[src/rtl/temp_seq_ctrl.sv]
// temp_seq_ctrl: measurement sequencer for a DS18B20-type sensor on a 1-wire bus.
// Each accepted start runs:
//   RESET, SKIP ROM, CONVERT T, conversion wait, RESET, SKIP ROM, READ SCRATCHPAD,
//   then NREAD byte reads.
// It drives a byte-level 1-wire engine through a request/done handshake.
// Optional feature macro: TEMP_SEQ_CRC_EN. When defined, the full 9-byte scratchpad
// is read and checked with a Dallas CRC-8 before out_temp is updated.
// Ports:
//   in_clk, in_rst (sync, active high), in_start
//   out_busy, out_temp[15:0], out_valid, out_err
//   1-wire engine side: out_bus_req, out_bus_cmd[1:0], out_bus_data[7:0],
//                       in_bus_ready, in_bus_done, in_bus_data[7:0], in_bus_presence
module temp_seq_ctrl #(
  parameter int unsigned MAIN_CLK     = 27_000_000,
  parameter int unsigned CONV_WAIT_US = 750_000,
  parameter logic [7:0]  CMD_SKIP_ROM = 8'hCC,
  parameter logic [7:0]  CMD_CONVERT  = 8'h44,
  parameter logic [7:0]  CMD_READ_SP  = 8'hBE
) (
  input  logic        in_clk,
  input  logic        in_rst,
  input  logic        in_start,
  output logic        out_busy,
  output logic [15:0] out_temp,
  output logic        out_valid,
  output logic        out_err,
  output logic        out_bus_req,
  output logic [1:0]  out_bus_cmd,
  output logic [7:0]  out_bus_data,
  input  logic        in_bus_ready,
  input  logic        in_bus_done,
  input  logic [7:0]  in_bus_data,
  input  logic        in_bus_presence
);

  localparam int unsigned WAIT_CYCLES = MAIN_CLK / 1_000_000 * CONV_WAIT_US;
  localparam int unsigned CNT_W = (WAIT_CYCLES > 1) ? $clog2(WAIT_CYCLES) : 1;
`ifdef TEMP_SEQ_CRC_EN
  localparam int unsigned NREAD = 9;
`else
  localparam int unsigned NREAD = 2;
`endif
  localparam int unsigned IDX_W = $clog2(NREAD);

  localparam logic [1:0] BUS_RESET = 2'd0;
  localparam logic [1:0] BUS_WRITE = 2'd1;
  localparam logic [1:0] BUS_READ  = 2'd2;

  typedef enum logic [4:0] {
    S_IDLE, S_RST1_I, S_RST1_W, S_SKIP1_I, S_SKIP1_W, S_CONV_I, S_CONV_W, S_WAIT,
    S_RST2_I, S_RST2_W, S_SKIP2_I, S_SKIP2_W, S_RDSP_I, S_RDSP_W, S_RD_I, S_RD_W,
`ifdef TEMP_SEQ_CRC_EN
    S_CRC, S_CRC_CHK,
`endif
    S_DONE
  } state_t;

  state_t           state, state_d;
  logic             req, req_d, busy, valid, valid_d, err, err_d;
  logic [1:0]       cmd, cmd_d;
  logic [7:0]       data, data_d;
  logic [15:0]      temp, temp_d;
  logic [CNT_W-1:0] cnt, cnt_d;
  logic [IDX_W-1:0] idx, idx_d;
  logic [7:0]       rx [NREAD];
  logic             rx_we;
  logic             got_done;

  // A done coinciding with our own request cycle cannot belong to it.
  assign got_done = in_bus_done && !req;

`ifdef TEMP_SEQ_CRC_EN
  logic [7:0] crc, crc_d, crc_byte;
  logic [5:0] bcnt, bcnt_d;
  logic       crc_fb;
  // Serial Dallas CRC-8, LSB first: bit bcnt[2:0] of byte bcnt[5:3].
  assign crc_byte = rx[4'(bcnt[5:3])];
  assign crc_fb   = crc[0] ^ crc_byte[bcnt[2:0]];
`endif

  // Next-state and next-output logic.
  always_comb begin
    state_d = state;
    req_d   = 1'b0;
    cmd_d   = cmd;
    data_d  = data;
    err_d   = err;
    temp_d  = temp;
    valid_d = 1'b0;
    cnt_d   = cnt;
    idx_d   = idx;
    rx_we   = 1'b0;
`ifdef TEMP_SEQ_CRC_EN
    crc_d   = crc;
    bcnt_d  = bcnt;
`endif
    case (state)
      S_IDLE: if (in_start) begin
        err_d   = 1'b0;
        state_d = S_RST1_I;
      end
      S_RST1_I, S_RST2_I: if (in_bus_ready) begin
        req_d   = 1'b1;
        cmd_d   = BUS_RESET;
        data_d  = 8'h00;
        state_d = (state == S_RST1_I) ? S_RST1_W : S_RST2_W;
      end
      S_RST1_W, S_RST2_W: if (got_done) begin
        if (!in_bus_presence) begin
          err_d   = 1'b1;
          state_d = S_IDLE;
        end else begin
          state_d = (state == S_RST1_W) ? S_SKIP1_I : S_SKIP2_I;
        end
      end
      S_SKIP1_I, S_SKIP2_I: if (in_bus_ready) begin
        req_d   = 1'b1;
        cmd_d   = BUS_WRITE;
        data_d  = CMD_SKIP_ROM;
        state_d = (state == S_SKIP1_I) ? S_SKIP1_W : S_SKIP2_W;
      end
      S_SKIP1_W: if (got_done) state_d = S_CONV_I;
      S_SKIP2_W: if (got_done) state_d = S_RDSP_I;
      S_CONV_I: if (in_bus_ready) begin
        req_d   = 1'b1;
        cmd_d   = BUS_WRITE;
        data_d  = CMD_CONVERT;
        state_d = S_CONV_W;
      end
      S_CONV_W: if (got_done) begin
        cnt_d   = '0;
        state_d = S_WAIT;
      end
      S_WAIT: begin
        if (cnt == CNT_W'(WAIT_CYCLES - 1)) begin
          cnt_d   = '0;
          state_d = S_RST2_I;
        end else begin
          cnt_d = cnt + CNT_W'(1);
        end
      end
      S_RDSP_I: if (in_bus_ready) begin
        req_d   = 1'b1;
        cmd_d   = BUS_WRITE;
        data_d  = CMD_READ_SP;
        state_d = S_RDSP_W;
      end
      S_RDSP_W: if (got_done) begin
        idx_d   = '0;
        state_d = S_RD_I;
      end
      S_RD_I: if (in_bus_ready) begin
        req_d   = 1'b1;
        cmd_d   = BUS_READ;
        data_d  = 8'h00;
        state_d = S_RD_W;
      end
      S_RD_W: if (got_done) begin
        rx_we = 1'b1;
        if (idx == IDX_W'(NREAD - 1)) begin
          idx_d = '0;
`ifdef TEMP_SEQ_CRC_EN
          crc_d   = 8'h00;
          bcnt_d  = 6'd0;
          state_d = S_CRC;
`else
          state_d = S_DONE;
`endif
        end else begin
          idx_d   = idx + IDX_W'(1);
          state_d = S_RD_I;
        end
      end
`ifdef TEMP_SEQ_CRC_EN
      S_CRC: begin
        crc_d  = {1'b0, crc[7:1]} ^ (crc_fb ? 8'h8C : 8'h00);
        bcnt_d = bcnt + 6'd1;
        if (bcnt == 6'd63) state_d = S_CRC_CHK;
      end
      S_CRC_CHK: begin
        if (crc == rx[8]) begin
          state_d = S_DONE;
        end else begin
          err_d   = 1'b1;
          state_d = S_IDLE;
        end
      end
`endif
      S_DONE: begin
        temp_d  = {rx[1], rx[0]};
        valid_d = 1'b1;
        state_d = S_IDLE;
      end
      default: state_d = S_IDLE;
    endcase
  end

  // State and registered outputs.
  always_ff @(posedge in_clk) begin
    if (in_rst) begin
      state <= S_IDLE;
      req   <= 1'b0;
      cmd   <= 2'd0;
      data  <= 8'h00;
      err   <= 1'b0;
      temp  <= 16'h0000;
      valid <= 1'b0;
      busy  <= 1'b0;
      cnt   <= '0;
      idx   <= '0;
      for (int i = 0; i < NREAD; i++) rx[i] <= 8'h00;
`ifdef TEMP_SEQ_CRC_EN
      crc   <= 8'h00;
      bcnt  <= 6'd0;
`endif
    end else begin
      state <= state_d;
      req   <= req_d;
      cmd   <= cmd_d;
      data  <= data_d;
      err   <= err_d;
      temp  <= temp_d;
      valid <= valid_d;
      busy  <= (state_d != S_IDLE);
      cnt   <= cnt_d;
      idx   <= idx_d;
      if (rx_we) rx[idx] <= in_bus_data;
`ifdef TEMP_SEQ_CRC_EN
      crc   <= crc_d;
      bcnt  <= bcnt_d;
`endif
    end
  end

  assign out_busy     = busy;
  assign out_temp     = temp;
  assign out_valid    = valid;
  assign out_err      = err;
  assign out_bus_req  = req;
  assign out_bus_cmd  = cmd;
  assign out_bus_data = data;

endmodule

[config.mk]
export PLATFORM = sky130hd
export DESIGN_NAME = temp_seq_ctrl
export DESIGN_NICKNAME = d
export VERILOG_FILES = /design/src/rtl/temp_seq_ctrl.sv
export SDC_FILE = /design/constraint.sdc
export NUM_CORES = 1
export LEC_CHECK = 0
export ABC_CLOCK_PERIOD_IN_PS = 2600
export CORE_ASPECT_RATIO = 1.1
export CORE_UTILIZATION = 53
export DETAILED_ROUTE_END_ITERATION = 12
export GPL_ROUTABILITY_DRIVEN = 1
export GPL_TIMING_DRIVEN = 0
export PLACE_DENSITY_LB_ADDON = 0.1
export SYNTH_ARGS = -nofsm -noshare
export SYNTH_HDL_FRONTEND = slang
export SYNTH_SLANG_ARGS = --single-unit
[constraint.sdc]
create_clock -name in_clk -period 2.6 [get_ports in_clk]
set_input_delay 0.39 -clock in_clk [delete_from_list [all_inputs] [get_ports in_clk]]
set_output_delay 0.39 -clock in_clk [all_outputs]
set_load 0.1 [all_outputs]
# Word level (Yosys, flattened, before mapping)
# Memories as Yosys holds them, arrays and structs flattened. A register that Yosys moved wholly into a read port is not among the register bits.
# Cells that the tools add are included.
dict set report word_totals {
  ff_bits 45
  mem_bits_rw 16
  input_bits 14
  output_inout_bits 30
  elab_cells 116
  memories 1
}
dict set report classes {
  addsub 2
  eq_ne 30
  n_mux 51
  bitwise 1
  reduce_logical 22
}
# memory depth word_bits read_ports rd_ports_with_merged_regs write_ports line
set memory_table {}
lappend memory_table {rx 2 8 2 2 2 65} ;# logic [7:0] rx [NREAD];
# op n
set op_table {}
lappend op_table {{$mux W5} 14}
lappend op_table {{$pmux W5 S13} 1}
lappend op_table {{$mux W25} 2}
lappend op_table {{$pmux W25 S2} 1}
lappend op_table {{$eq A5 B4 Y1 const B} 8}
lappend op_table {{$mux W8} 5}
lappend op_table {{$pmux W8 S4} 1}
lappend op_table {{$add A25 B1 Y25 const B} 1}
lappend op_table {{$eq A25 B25 Y1 const B} 1}
lappend op_table {{$ne A2 B2 Y1 const B} 11}
lappend op_table {{$eq A5 B3 Y1 const B} 4}
lappend op_table {{$mux W1} 17}
lappend op_table {{$mux W4} 4}
lappend op_table {{$eq A5 B2 Y1 const B} 2}
lappend op_table {{$reduce_and A4 Y1} 2}
lappend op_table {{$reduce_or A2 Y1} 4}
lappend op_table {{$reduce_or A8 Y1} 1}
lappend op_table {{$reduce_or A7 Y1} 1}
lappend op_table {{$mux W2} 3}
lappend op_table {{$pmux W2 S3} 1}
lappend op_table {{$reduce_bool A2 Y1} 3}
lappend op_table {{$eq A5 B1 Y1 const B} 1}
lappend op_table {{$eq A5 B5 Y1 const B} 1}
lappend op_table {{$logic_not A5 Y1} 1}
lappend op_table {{other kinds (14)} 16}

# Depth between registers and ports, before layout
dict set report logic_depth {
  depth_word 9
  ltp_mapped 8
  ltp_nobuf 6
}

# Least setup slack after synthesis
# No wires, ideal clock.
dict set report synth_path {
  kind {register -> register}
  from {register req (netlist: out_bus_req)}
  to {memory rx[0][0] (enable)}
  setup_time_ps 310
  arrival_time_ps 2000
  t_required_ps 2290
  setup_slack_ps 290
  path_stages_with_launch 6
  n_path_buf 1
  synth_period_minus_slack_ps 2310
  cell_sequence {dfxtp_1 nor2b_1 clkbuf_1 nand2_1 nor4_1 or2_2}
}
# element line
set synth_lines {}
lappend synth_lines {{start: declaration} 59} ;# logic req, req_d, busy, valid, valid_d, err, err_d;
lappend synth_lines {{start signal: assignment} 218} ;# req <= req_d;
lappend synth_lines {{end: declaration} 65}

==> results_dict.tcl <==
set metrics [dict create \
    synthTopCellsByCount "57 x dfxtp_1, 53 x nand2_1, 40 x a21oi_1, 22 x nor2_1, 20 x and2_1" \
    cts_buffers 9 \
    postSynth.asyncResetShare 0 \
    cp-end-kind "output port" \
    htree_levels 3 \
    yosys.area.top_type "dfxtp_1" \
    clk_path_buf_depth 2 \
    fin_skew_ns 0.0129 \
    period_share 0.904 \
    io_pins 44 \
    final_nets 463 \
    comb_power_share 0.096 \
    p_seq_frac 0.513 \
    grt_pass1_wl_mm 14.2 \
    yosysMostFrequentCell "dfxtp_1" \
    status "complete, no violations" \
    synth_ff_type "dfxtp_1" \
    peakVddDrop_mv 0.287 \
    syn_nets 410 \
    synth-edff-count 16 \
    cp_slowest_stage_delay_ns 1.11 \
    syn_inst 395 \
    finalMaxSlewViolations 0 \
    syn_avg_cell_area_um2 8.94 \
    vias_per_cell 6.15 \
    drive_gt1_frac 0.0861 \
    seq_area_frac_synth 0.459 \
    maxCapViolCount 0 \
    period_minus_slack_ns 2.35 \
    path_buf_inv 2 \
    synth_area_leaders "dfxtp_1 32%, edfxtp_1 14%, a21oi_1 5.7%" \
    post-route-util 0.676 \
    p_switching_uw 614 \
    cts_tree "built" \
    coreArea_um2 6310 \
    post_cts_buffers 0 \
    fin_ws_ns 0.249 \
    setup_violations 0 \
    criticalPathCategory "reg2out" \
    power_leakage_nw 1.42 \
    dp_hpwl_mm 6.19 \
    rsz0062_at_grt "false" \
    fmax_mhz 425 \
    clk_latency_ns 0.35 \
    clk_pin_slew_worst_paths_ns 0.07 \
    ant_nets 0 \
    grt_max_degree 15 \
    path_max_fanout 4 \
    drcViolationCount 0 \
    synth_seq_cells 73 \
    die-height_um 87.6 \
    clkPwrFrac 0.390 \
    timing.hold.ws_ns 0.454 \
    first_pass_iters 6 \
    antenna_found_initial 0 \
    max_slew_margin 0.350 \
    initial_core_util 0.560 \
    wl_per_cell_um 16.3 \
    hold_path_class "reg2reg" \
    portBuffers 42 \
    hold_buffers 0 \
    die_area_um2 7000 \
    netlist_area_um2 3530 \
    worstSetupStartpointType "register" \
    power.density_nw_per_um2 542 \
    dr.first_iter.drc_count 260 \
    finalHoldViolations 0 \
    grt_overflow 0 \
    swShare 0.266 \
    post-place-ws_ns -0.413 \
    grt_pass1_vias 2969 \
    fin_tns_setup_ns 0 \
    path_delay_family "buffers and inverters" \
    crit_arrival_ns 1.96 \
    wl_mm 8.71 \
    vias 3278 \
    crit_chain "buf_4, clkdlybuf4s50_1" \
    n_antenna_cell 0 \
    routabilityCongestion 0.916 \
    synth.top_cell.area_share 0.323 \
    track_usage 0.267 \
    intPower_mw 1.69 \
    slowest_stage "clkdlybuf4s50_1" \
    root_buffer "clkbuf_8" \
    cp.required_ns 2.21 \
    rows 30 \
    synth-warning-count 0 \
    ys_types 56 \
    die_x_um 79.8 \
    max_slew.worst_pin.slew_ns 0.972 \
    clkSinkCount 73 \
    syn2layout_area_growth_pct 20.6 \
]
==> path summary, 6_finish.rpt <==
check | depth (start not counted) | from | slack [ns] | endpoint
setup reg to reg | 4 | state[1]$_SDFF_PP0_ | 0.27 | rx[0][5]$_SDFFCE_PN0P_
hold reg to reg | 2 | out_temp[14]$_SDFFE_PP0P_ | 0.45 | out_temp[14]$_SDFFE_PP0P_
hold / removal | 2 | out_temp[14]$_SDFFE_PP0P_ | 0.45 | out_temp[14]$_SDFFE_PP0P_
setup / recovery | 2 | out_bus_data[5]$_SDFFE_PP0P_ | 0.25 | out_bus_data[4]
==> kinds of logic after synthesis <==
group / count (synthesis) / synth area share
buf+inv: 33 / 0.0521
simple gates: 172 / 0.261
other cells: 1 / 0.00106
compound gates: 110 / 0.209
fa+ha+maj: 1 / 0.00354
mux: 5 / 0.0142
flops: 73 / 0.459
==> per-layer routing <==
metal  global-route usage  up-vias  share of wire
met1                0.334     1547           0.44
met5                    0        -              0
met3               0.0656       19          0.061
li1                     -     1580              -
met2                0.441      132           0.48
met4                0.110        0          0.020
==> placed cells by master, fill, tap and decap left out, drive strengths merged, types with 2 or more instances in the layout <==
master / synthesis / routed
mux2i: 5 / 5
a21oi: 40 / 40
and3: 11 / 11
clkdlybuf4s50: 0 / 42
nor3b: 8 / 8
nor4: 6 / 6
and2: 20 / 20
a21o: 4 / 4
o211a: 2 / 2
clkbuf: 17 / 26
o221ai: 2 / 2
a41oi: 5 / 5
nand2: 53 / 53
or4: 3 / 3
a311oi: 11 / 11
dfxtp: 57 / 57
or2: 3 / 3
a32oi: 2 / 2
a31oi: 8 / 8
o21a: 3 / 3
and4: 4 / 4
nor2: 22 / 22
o22ai: 2 / 2
nand2b: 4 / 4
nand4: 6 / 6
a211oi: 4 / 4
nor3: 10 / 10
edfxtp: 16 / 16
o21ai: 12 / 12
nand3: 10 / 10
inv: 3 / 5
buf: 13 / 13
or4b: 2 / 2
nor2b: 5 / 5
clkinv: 0 / 3
o211ai: 6 / 6
==> repair_timing <==
item                                   4_1_cts  5_1_grt
gates resized for setup                      1        0
setup endpoints to repair                    8        0
endpoints found under the hold margin        0        0
==> registers in the layout, indices dropped and copies added (netlist names) <==
| register | cells |
|---|---|
| state | 5 |
| out_bus_data | 4 |
| idx | 1 |
| out_valid | 1 |
| out_busy | 1 |
| out_bus_cmd | 2 |
| out_bus_req | 1 |
| rx | 16 |
| out_temp | 16 |
| out_err | 1 |
| cnt | 25 |
==> cell type report <==
class / count / area [µm²]
fill: 505 / 2050
multi-input combinational: 289 / 1730
sequential: 73 / 1620
timing repair buffer: 42 / 420
buffer: 30 / 173
clock buffer: 9 / 124
tap: 80 / 100
clock inverter: 7 / 77.6
inverter: 3 / 11.3
==> stage by stage <==
step | instances | power, mW | cell area, µm²
after floorplan | 395 | 1.36 | 3530
after global placement | 517 | 1.43 | 4050
after detailed placement | 517 | 1.43 | 4050
after CTS | 533 | 2.33 | 4260
after global routing | 533 | 2.40 | 4260
final | 533 | 2.31 | 4260
==> tightest hold or removal path, delay by kind of cell, from the launching register on <==
family	cells	cell delay, ns
simple gates	1	0.05
compound gates	1	0.05
flops	1	0.31
==> power by group through the flow <==
stage,sequential (mW),combinational (mW),clock (mW)
2_1_floorplan,1.26,0.0977,0
4_1_cts,1.18,0.221,0.922
3_3_place_gp,1.21,0.219,0
6_report,1.18,0.223,0.901
3_5_place_dp,1.21,0.221,0
5_1_grt,1.19,0.236,0.974
Power figures use the tool's default switching activity.
==> RTL change 1 (config.mk and constraints unchanged) <==
`MAIN_CLK`: 27_000_000 -> 13_500_000.
--- a/src/rtl/temp_seq_ctrl.sv
+++ b/src/rtl/temp_seq_ctrl.sv
@@ -11,7 +11,7 @@
 //   1-wire engine side: out_bus_req, out_bus_cmd[1:0], out_bus_data[7:0],
 //                       in_bus_ready, in_bus_done, in_bus_data[7:0], in_bus_presence
 module temp_seq_ctrl #(
-  parameter int unsigned MAIN_CLK     = 27_000_000,
+  parameter int unsigned MAIN_CLK     = 13_500_000,
   parameter int unsigned CONV_WAIT_US = 750_000,
   parameter logic [7:0]  CMD_SKIP_ROM = 8'hCC,
   parameter logic [7:0]  CMD_CONVERT  = 8'h44,
Behaviour: same outputs for any inputs over 10 cycles, from zero or initial values and one cycle with in_rst high; that may be too few to reach the edited logic, so the function may still have changed.
==> RTL change 1 against the unedited design <==
Critical path depth rose by 2; worst hold slack improved by 0.0034 ns; total power rose by 1.5%; global-route usage barely moved; first-iteration DRC count rose by 45%; cell count rose by 4.5%; worst setup slack got worse by 0.087 ns; routed wire length rose by 1.5%; cell area rose by 0.26%; sequential cell count fell by 1; synthesized area rose by 0.25%; via count rose by 3.4%; critical path type is now reg -> reg; critical endpoint is now rx[0][2].
==> RTL change 1: results (changes against the unedited design) <==
metric,value,unit,change
pwr-share-seq,50.0,%,-1.3 points
syn_nets,434,,+5.9%
largest_reg_flops,24,,-4.0%
tightestPinTransition,1.16,ns,+0.191 ns
syn_area_per_cell,8.45,um2,-5.5%
dr.pass1.iters,5,,-1
post-place-ws,-0.0457,ns,+0.367 ns
grt_pass1_wl,14400,um,+1.6%
outcome,completed,,
synthMuxAreaShare,0,%,-1.4 points
yosys.cell_count.top_type,nand2_1,,
drive_above_1_share,7.76,%,-0.85 points
synth.area.top_cells,"dfxtp_1 (32%), edfxtp_1 (14%), nand2_1 (6.7%), a21oi_1 (6.2%), a311oi_1 (4.2%)",,
gr-usage-all-layers,26.7,%,+0.040 points
yosysSeqAreaShare,45.2,%,-0.68 points
route.met2.wl,4240,um,+1.7%
critPathKind,reg -> reg,,
first_iter_violations,378,,+45%
met1_usage,34.6,%,+1.2 points
synth_common_cells,"nand2_1 (63), dfxtp_1 (56), a21oi_1 (44), nor2_1 (26), clkbuf_1 (23)",,
dr_wl_met3,625,um,+17%
synth-compound-area-share,21.2,%,+0.30 points
vias_per_cell,6.09,,-1.0%
p_comb_share,11.6,%,+2.0 points
skew,0.0108,ns,-0.00208 ns
synth_fa_ha_area_share,0.353,%,-0.00088 points
nets,487,,+5.2%
p_sw,645,uW,+5.1%
gp_congestion,0.994,,+8.5%
worst-path-max-fanout,10,,+6
drt-met1-wl,3790,um,-1.0%
RTL change 1: area by class of cell:
cell class | count | area [um2]
buffer | 34 | 156
clock buffer | 9 | 124
clock inverter | 7 | 78.8
fill | 525 | 2030
inverter | 11 | 41.3
multi-input combinational | 302 | 1750
sequential | 72 | 1600
tap | 80 | 100
timing repair buffer | 42 | 420
RTL change 1: worst paths after layout:
path                            slack [ns]  cells past startpoint      endpoint
worst max-delay path                  0.16                      4      rx[0][2]
worst min-delay path                  0.46                      2  out_temp[14]
worst max register to register        0.16                      4      rx[0][2]
worst min register to register        0.46                      2  out_temp[14]
RTL change 1: critical path, cell delays in order (launching register included):
cell      delay [ns]
dfxtp_1         0.35
clkbuf_1        0.33
nand4b_1        0.24
nand2b_1        0.23
o21ai_0         0.90
==> RTL change 2 (same settings) <==
Without the edit above. `data` no longer has a reset.
--- a/src/rtl/temp_seq_ctrl.sv
+++ b/src/rtl/temp_seq_ctrl.sv
@@ -201,7 +201,6 @@
       state <= S_IDLE;
       req   <= 1'b0;
       cmd   <= 2'd0;
-      data  <= 8'h00;
       err   <= 1'b0;
       temp  <= 16'h0000;
       valid <= 1'b0;
@@ -217,7 +216,6 @@
       state <= state_d;
       req   <= req_d;
       cmd   <= cmd_d;
-      data  <= data_d;
       err   <= err_d;
       temp  <= temp_d;
       valid <= valid_d;
@@ -232,6 +230,10 @@
     end
   end
 
+  always_ff @(posedge in_clk) begin
+    data <= data_d;
+  end
+
   assign out_busy     = busy;
   assign out_temp     = temp;
   assign out_valid    = valid;
Formal check against the unedited RTL: differs if in_rst is asserted again (counterexample within 10 cycles, from zero or initial values and one cycle with in_rst high); with in_rst held inactive, the same outputs for 10 cycles.
==> RTL change 2 against the unedited design <==
Routed wire length increased by 2.9%; total power decreased by 1.9%; die area increased by 4.6%; synthesized area increased by 4.7%; non-clock buffer count increased by 2; worst setup slack improved by 0.0029 ns; clock power decreased by 6.1%; cell area increased by 3.6%; sequential cell count unchanged; via count increased by 3.1%.
==> RTL change 2: results (changes against the unedited design) <==
metric,value,unit,change
outcome,completed,,
power.static_leakage,0.00141,uW,-0.56%
cp-startpoint,out_bus_data[5],,
synth_xor_xnor_area_share,1.89,%,+1.9 points
vias_per_cell,6.20,,+0.87%
grt_pass1_wl,14100,um,-0.78%
synth_common_cells,"dfxtp_1 (53), nand2_1 (46), a21oi_1 (28), edfxtp_1 (20)",,
synthMuxAreaShare,0.541,%,-0.88 points
met1_usage,35.8,%,+2.4 points
worst-path-max-fanout,3,,-1
first_iter_violations,230,,-12%
worstReg2RegStart,state[3],,
gr-usage-met2,40.1,%,-4.0 points
synth.area.top_cells,"dfxtp_1 (29%), edfxtp_1 (16%), nand2_1 (4.7%), a21oi_1 (3.8%), a311oi_1 (3.6%)",,
synth_fa_ha_area_share,0.338,%,-0.016 points
yosysSeqAreaShare,44.9,%,-1.0 points
hold_ws,0.454,ns,+0.000282 ns
dp_hpwl,6230,um,+0.70%
grt_start_max_net_pins,16,,+1
syn_area_per_cell,9.14,um2,+2.2%
finalCriticalPeriod,2.35,ns,-0.00285 ns
wl_per_cell,16.5,um,+0.68%
synth_edf_count,20,,+4
path_clk_slew,0.09,ns,+0.02 ns
min_to,out_err,,
grt_pass1_vias,2872,,-3.3%
post-place-ws,0.0814,ns,+0.494 ns
route.met2.wl,4180,um,+0.29%
r2r-end,rx[0][1],,
vias,3381,,+3.1%
skew,0.0166,ns,+0.00372 ns
slew_headroom,32.9,%,-2.1 points
cts_resized,0,,-1
ir_drop,0.277,mV,-3.2%
rr_worst_depth,5,,+1
use_met3,4.24,%,-2.3 points
dr.pass1.iters,5,,-1
r2r_setup_slack,0.32,ns,+0.05 ns
placed_area,4220,um2,+4.2%
syn_nets,420,,+2.4%
dr_wl_met3,639,um,+20%
synth-compound-area-share,16.7,%,-4.2 points
## RTL change 2: cell types whose count changed in the layout (fill, tap and decap cells not counted), sizes merged, moves of 6 or more
cell / change
a21oi: -11
a31oi: +6
inv: +9
nand2: -7
nand3: +10
nand3b: +12
nor3: +6
nor3b: -6
xor2: +7
## RTL change 2: cells by family after synthesis
logic type / Yosys count
flip-flops: 73
AO/OA/AOI/OAI: 90
other: 1
XOR/XNOR: 8
AND/OR/NAND/NOR: 188
buffers and inverters: 42
multiplexers: 2
adder cells (fa/ha/maj): 1
## RTL change 2: power by group
group / leakage [uW] / switching, uW / internal (uW) / total (uW)
combinational: 0.000701 / 156 / 69.6 / 226
sequential: 0.000629 / 7.48 / 1180 / 1190
clock: 0.0000848 / 484 / 363 / 846
## RTL change 2: layout make-up
type | instances | area [um2]
fill | 582 | 2260
timing repair buffer | 42 | 420
multi-input combinational | 290 | 1860
buffer | 32 | 154
tap | 82 | 103
inverter | 10 | 37.5
clock inverter | 7 | 60.1
sequential | 73 | 1660
clock buffer | 9 | 124
